--- config.mk ---
export PLATFORM = sky130hd
export DESIGN_NAME = if_id_pipe_stage
export DESIGN_NICKNAME = d
export VERILOG_FILES = /design/src/rtl/cpu_pipe_pkg.sv /design/src/rtl/if_id_entry_buf.sv /design/src/rtl/if_id_pipe_stage.sv
export SDC_FILE = /design/constraint.sdc
export NUM_CORES = 1
export LEC_CHECK = 0
export CORE_MARGIN = 2
export CORE_UTILIZATION = 36
export CTS_BUF_LIST = sky130_fd_sc_hd__clkbuf_2
export CTS_CLUSTER_SIZE = 20
export DETAILED_ROUTE_END_ITERATION = 8
export PLACE_DENSITY = 0.82
export SLEW_MARGIN = 20
export SYNTH_ARGS = -nofsm -noshare
export SYNTH_HDL_FRONTEND = slang
export SYNTH_SLANG_ARGS = --single-unit
--- constraint.sdc ---
create_clock -name clk -period 2.55 [get_ports clk]
set_input_delay 0.6375 -clock clk [delete_from_list [all_inputs] [get_ports clk]]
set_output_delay 0.6375 -clock clk [all_outputs]
set_load 0.05 [all_outputs]
--- src/rtl/cpu_pipe_pkg.sv ---
// Shared CPU pipeline types: the IF/ID entry layout and default field widths.
// The NOP encoding default lives here so every stage squashes to the same pattern.
package cpu_pipe_pkg;

  localparam int PC_W_DEF    = 16;
  localparam int INSTR_W_DEF = 16;

  localparam logic [INSTR_W_DEF-1:0] NOP_INSTR_DEF = '0;

  typedef struct packed {
    logic [PC_W_DEF-1:0]    pc;
    logic [INSTR_W_DEF-1:0] instr;
  } if_id_entry_t;

endpackage

--- src/rtl/if_id_entry_buf.sv ---
// In-order FIFO of DEPTH (1 or 2) entries with head output, push/pop/clear and count.
// Only the occupancy count is reset; entry storage is qualified by count.
module if_id_entry_buf
  import cpu_pipe_pkg::*;
#(
  parameter int DEPTH = 1,
  parameter int W     = $bits(if_id_entry_t)
) (
  input  logic         clk,
  input  logic         rst,
  input  logic         push,
  input  logic         pop,
  input  logic         clear,
  input  logic [W-1:0] din,
  output logic [W-1:0] head,
  output logic [1:0]   count
);

  logic [W-1:0] ent_p0;

  generate
    if (DEPTH == 2) begin : g_skid
      logic [W-1:0] ent_p1;

      // Stage boundary: head (ent_p0) and skid slot (ent_p1)
      always_ff @(posedge clk) begin
        if (!clear) begin
          if (pop && count == 2'd2)
            ent_p0 <= ent_p1;
          else if (push && (count == 2'd0 || (pop && count == 2'd1)))
            ent_p0 <= din;
          if (push && ((count == 2'd1 && !pop) || (count == 2'd2 && pop)))
            ent_p1 <= din;
        end
      end
    end else begin : g_reg
      // Stage boundary: single holding register, replaced on any push
      always_ff @(posedge clk) begin
        if (!clear && push)
          ent_p0 <= din;
      end
    end
  endgenerate

  always_ff @(posedge clk) begin
    if (rst || clear)
      count <= 2'd0;
    else if (push && !pop)
      count <= count + 2'd1;
    else if (pop && !push)
      count <= count - 2'd1;
  end

  assign head = ent_p0;

endmodule

--- src/rtl/if_id_pipe_stage.sv ---
// IF/ID pipeline stage: valid/ready handshake both sides, flush squashes to NOP.
// Define IF_ID_SKID_EN for a 2-entry skid buffer with registered-only in_ready.
module if_id_pipe_stage
  import cpu_pipe_pkg::*;
#(
  parameter int                 PC_W      = PC_W_DEF,
  parameter int                 INSTR_W   = INSTR_W_DEF,
  parameter logic [INSTR_W-1:0] NOP_INSTR = INSTR_W'(NOP_INSTR_DEF)
) (
  input  logic               clk,
  input  logic               rst,
  input  logic               in_valid,
  output logic               in_ready,
  input  logic [PC_W-1:0]    in_pc,
  input  logic [INSTR_W-1:0] in_instr,
  input  logic               flush,
  output logic               out_valid,
  input  logic               out_ready,
  output logic [PC_W-1:0]    out_pc,
  output logic [INSTR_W-1:0] out_instr
);

`ifdef IF_ID_SKID_EN
  localparam int DEPTH = 2;
`else
  localparam int DEPTH = 1;
`endif

  localparam int ENTRY_W = PC_W + INSTR_W;

  logic [1:0]         count;
  logic [ENTRY_W-1:0] head;
  logic [PC_W-1:0]    head_pc;
  logic [INSTR_W-1:0] head_instr;
  logic               push;
  logic               pop;
  logic               vld_p0;

`ifdef IF_ID_SKID_EN
  // Registered-only ready: a decode stall reaches fetch one cycle later,
  // and the second slot absorbs the instruction already in flight.
  assign in_ready = (count < 2'd2);
`else
  assign in_ready = (count == 2'd0) | out_ready;
`endif

  assign vld_p0 = (count != 2'd0) & ~flush;
  assign push   = in_valid & in_ready & ~flush;
  assign pop    = vld_p0 & out_ready;

  if_id_entry_buf #(
    .DEPTH (DEPTH),
    .W     (ENTRY_W)
  ) u_buf (
    .clk   (clk),
    .rst   (rst),
    .push  (push),
    .pop   (pop),
    .clear (flush),
    .din   ({in_pc, in_instr}),
    .head  (head),
    .count (count)
  );

  assign {head_pc, head_instr} = head;

  assign out_valid = vld_p0;
  assign out_pc    = vld_p0 ? head_pc    : '0;
  assign out_instr = vld_p0 ? head_instr : NOP_INSTR;

endmodule

# Word-level counts from Yosys, hierarchy flattened
# Cells that the tools add are included.
[word_totals] regBits=34 latchBits=0 ram_bits=0 mem_bits_ro=0 inputBits=37 output_inout_bits=34 word_cells=24 memories=0
[classes] add_sub_neg=2 mul=0 div=0 n_lt_le_gt_ge=0 n_eq_ne=0 n_shift=0 n_mux=4 bitwise=6 reduce_logical=10
[ops] op="two-way mux 16 bit" count=2
[ops] op="AND 1 bit" count=4
[ops] op="two-way mux 2 bit" count=2
[ops] op="nonzero test 2 bit" count=2
[ops] op="logical AND 1 bit" count=3
[ops] op="zero test 1 bit" count=3
[ops] op="adder 2 x 1 -> 2 bit, second input constant" count=1
[ops] op="zero test 2 bit" count=1
[ops] op="subtractor 2 x 1 -> 2 bit, second input constant" count=1
[ops] op="logical OR 1 bit" count=1
[ops] op="inverter 1 bit" count=1
[ops] op="bitwise OR 1 bit" count=1

# Longest topological paths before layout
[depth] depth_word=8 mapped_depth=8 depth_no_buf=7

# Hierarchy
# Synthesis repeated with hierarchy kept, for this count alone.
[hier_totals] hier_cells=82 area_unflattened_um2=1400.1
[by_module_without_submodules] module="if_id_entry_buf" instances=1 cells_each=43 area_each_um2=1064.8 seq_area_each_um2=1001.0
[by_module_without_submodules] module="if_id_pipe_stage" instances=1 cells_each=39 area_each_um2=335.3 seq_area_each_um2=0.0

# Worst setup path after synthesis
# No wires, ideal clock.
[synth_path] kind="input to register" startpoint="input out_ready" endpoint="register u_buf.count[1]" setup_time_ns=0.079 arrival_time_ns=2.780 required_ns=2.471 setup_slack_ns=-0.310 cell_stages=5 path_buffers=0 cell_sequence="or2_2 > and3b_1 > ha_1 > or3_1 > a211oi_2"
[synth_via] elab_chain_len=6
[synth_lines] element="start: declaration" line="if_id_pipe_stage.sv:18" rtl="input logic out_ready,"
[synth_lines] element="bitwise OR 1 bit" line="if_id_pipe_stage.sv:44" rtl="assign in_ready = (count == 2'd0) | out_ready;"
[synth_lines] element="AND 1 bit (2 in a row)" line="if_id_pipe_stage.sv:48" rtl="assign push = in_valid & in_ready & ~flush;"
[synth_lines] element="zero test 1 bit" line="if_id_entry_buf.sv:50" rtl="else if (pop && !push)"
[synth_lines] element="logical AND 1 bit" line="if_id_entry_buf.sv:50"
[synth_lines] element="nonzero test 2 bit (no source line)"
[synth_lines] element="end signal: assignment" line="if_id_entry_buf.sv:49" rtl="count <= count + 2'd1;"
[synth_lines] element="end signal: assignment" line="if_id_entry_buf.sv:51" rtl="count <= count - 2'd1;"
[synth_lines] element="end: declaration" line="if_id_entry_buf.sv:16" rtl="output logic [1:0] count"
# Several ways; a longest one is shown, not always the timed one.
# A chain may end at the register's enable or synchronous reset.

# Final worst setup path
[layout_path] startpoint="register u_buf.count[0]" endpoint="output out_pc[11]"
[layout_via] elab_chain_len=3
[layout_lines] element="nonzero test 2 bit" line="if_id_pipe_stage.sv:47" rtl="assign vld_p0 = (count != 2'd0) & ~flush;"
[layout_lines] element="AND 1 bit" line="if_id_pipe_stage.sv:47"
[layout_lines] element="two-way mux 16 bit" line="if_id_pipe_stage.sv:68" rtl="assign out_pc = vld_p0 ? head_pc : '0;"
[layout_lines] element="end: declaration" line="if_id_pipe_stage.sv:19" rtl="output logic [PC_W-1:0] out_pc,"
# No other way between the ends.

==> impl_metrics.ini <==
[run_status]
status = finished, final reports clean

[cells_and_area]
nets = 196
final_cell_mix = 35 x clkdlybuf4s50_1, 34 x buf_12, 32 x and2_1, 32 x edfxtp_1, 5 x clkbuf_2
area_growth_pct = 89.04
fill_cells = 224
post-route-util = 0.7201
drive_above_1_share = 0.3019
antenna_cells = 0
layout_commonest_cell = clkdlybuf4s50_1

[clocking]
cts_buffer_depth = 2
path_clk_slew_ns = 0.17
clk-insertion-delay-late_ns = 0.39
ctsHoldBuffers = 0
root_buffer = clkbuf_2
postCtsSetupRepairBufs = 0
numCtsBuffers = 5
ctsResizeCount = 0
cts_tree = yes
cts_num_sinks = 34
cts.htree.levels = 2

[sta]
final-max-slew-violation-count = 0
period_needed_ns = 2.231
tightest_slew_ns = 0.4000
final.setup.worst_slack_ns = 0.3188
rsz0062_at_grt = false
fin_crit_sh = 0.8750
tns_ns = 0
hold_ws_ns = 0.5501
hold_viol = 0
slew-limit-headroom = 0.7333
max_freq_mhz = 448.2
setup_viol = 0
fin_worst_skew_ns = 0.006427

[setup_path]
arrival_ns = 1.59
critPathMaxFanout = 12
critPathRequiredTime_ns = 1.91
endpoint_kind = output pin
worstSetupPathType = flip-flop to output pin
cp-start-kind = flip-flop

[grt]
track_usage = 0.1725
grt_max_degree = 33
first_global_vias = 1081
grt-ovfl-total = 0
antenna_found_initial = 0
grt_pass1_wl_um = 5099

[drt]
drtPass1Iterations = 4
drt_wl_total_um = 3157
drtIter0Drc = 27
via_per_inst = 4.649
antenna_left = 0
wire_per_inst_um = 15.40
vias = 953
drc = 0

[yosys]
synth_xor_area_frac = 0.01346
synth.cell_area_sq_um = 1301
ys_types = 16
synth_fp_nets = 119
synth_adder_area_share = 0.009615
synth_cells = 81
yosysSeqAreaShare = 0.7692
synth_compound_area_frac = 0.01346
ys_warn_count = 0
muxShareOfSynthArea = 0
synth_top_family_by_area = simple AND/OR/NAND/NOR gates
ys_ff_latch = 34
syn_area_per_cell_sq_um = 16.06
synth_simple_gate_area_share = 0.1846

[die]
core_sq_um = 3416
num_io_pins = 71
num_rows = 21
die_y_um = 64.12
dieWidth_um = 64.12
dieArea_sq_um = 4111
start_util = 0.3810

[power]
static-leakage-power_nw = 0.9146
peakVddDrop_uv = 360.4
power_density_nw_per_um2 = 456.4

[place]
dp_slack_ns = -0.02448
dp_hpwl_um = 2450
numPortBuffers = 70
gp_congestion = 0.6995

[min_path]
hp-class = flip-flop to flip-flop

[flow_run]
maxCapViolCount = 0
-- state kept, by name, indices dropped and copies added (netlist names) --
signal / count
u_buf.head: 32
u_buf.count: 2
-- cell usage after synthesis, drive strengths merged --
master | n | share of area
nor3 | 1 | 0.0038
a211oi | 1 | 0.0096
or3 | 1 | 0.0048
nand2 | 1 | 0.0029
clkbuf | 2 | 0.0058
edfxtp | 32 | 0.74
xor2 | 2 | 0.013
buf | 1 | 0.0038
and3b | 1 | 0.0067
or2 | 1 | 0.0048
and2 | 32 | 0.15
nor2 | 2 | 0.0077
dfxtp | 2 | 0.031
o21ai | 1 | 0.0038
ha | 1 | 0.0096
-- where the power goes --
group | internal, W | leakage (nW) | total, W | switching, W
combinational | 0.000120 | 0.572 | 0.000227 | 0.000107
clock | 0.0000624 | 0.0264 | 0.000250 | 0.000187
sequential | 0.000640 | 0.316 | 0.000645 | 0.00000585
-- final timing paths --
kind	end	slack, ns	depth (start not counted)	start
hold reg to reg	u_buf.count[1]	0.55	2	u_buf.count[1]
setup / recovery	out_pc[11]	0.32	5	u_buf.count[0]
setup reg to reg	u_buf.count[1]	0.53	6	u_buf.count[0]
hold / removal	u_buf.count[1]	0.55	2	u_buf.count[1]
-- final cells by class --
type | instances | area [sq um] | area share
clock buffer | 5 | 25.02 | 0.01017
sequential | 34 | 1001 | 0.4069
multi-input combinational | 44 | 294.0 | 0.1195
tap | 46 | 57.56 | 0.02340
timing repair buffer | 73 | 1066 | 0.4334
clock inverter | 3 | 16.27 | 0.006612
-- worst max-delay path, stage by stage (launching register included) --
cell	delay, ns
dfxtp_1	0.38
nor2_1	0.24
nor2_4	0.07
buf_4	0.17
and2_1	0.19
buf_12	0.15
-- cell families (layout without fill, tap and decap cells) --
family / Yosys count / count (layout)
xor+xnor: 2 / 2
simple gates: 39 / 39
flops: 34 / 34
compound gates: 2 / 2
buf+inv: 3 / 81
fa+ha+maj: 1 / 1
-- routing by layer --
metal	track usage	wire length, um	share of wire
met1	0.1640	1074	0.34
met2	0.3060	1659	0.53
met3	0.08099	341	0.11
met4	0.09043	82	0.026
met5	0	0	0
-- per-stage QoR --
stage	cells	power, W	area, sq um
6_report	205	0.001123	2460
4_1_cts	205	0.001133	2452
2_1_floorplan	81	0.0007438	1303
3_3_place_gp	197	0.0008766	2411
5_1_grt	205	0.001173	2460
3_5_place_dp	197	0.0008867	2411
Power figures use the tool's default switching activity.
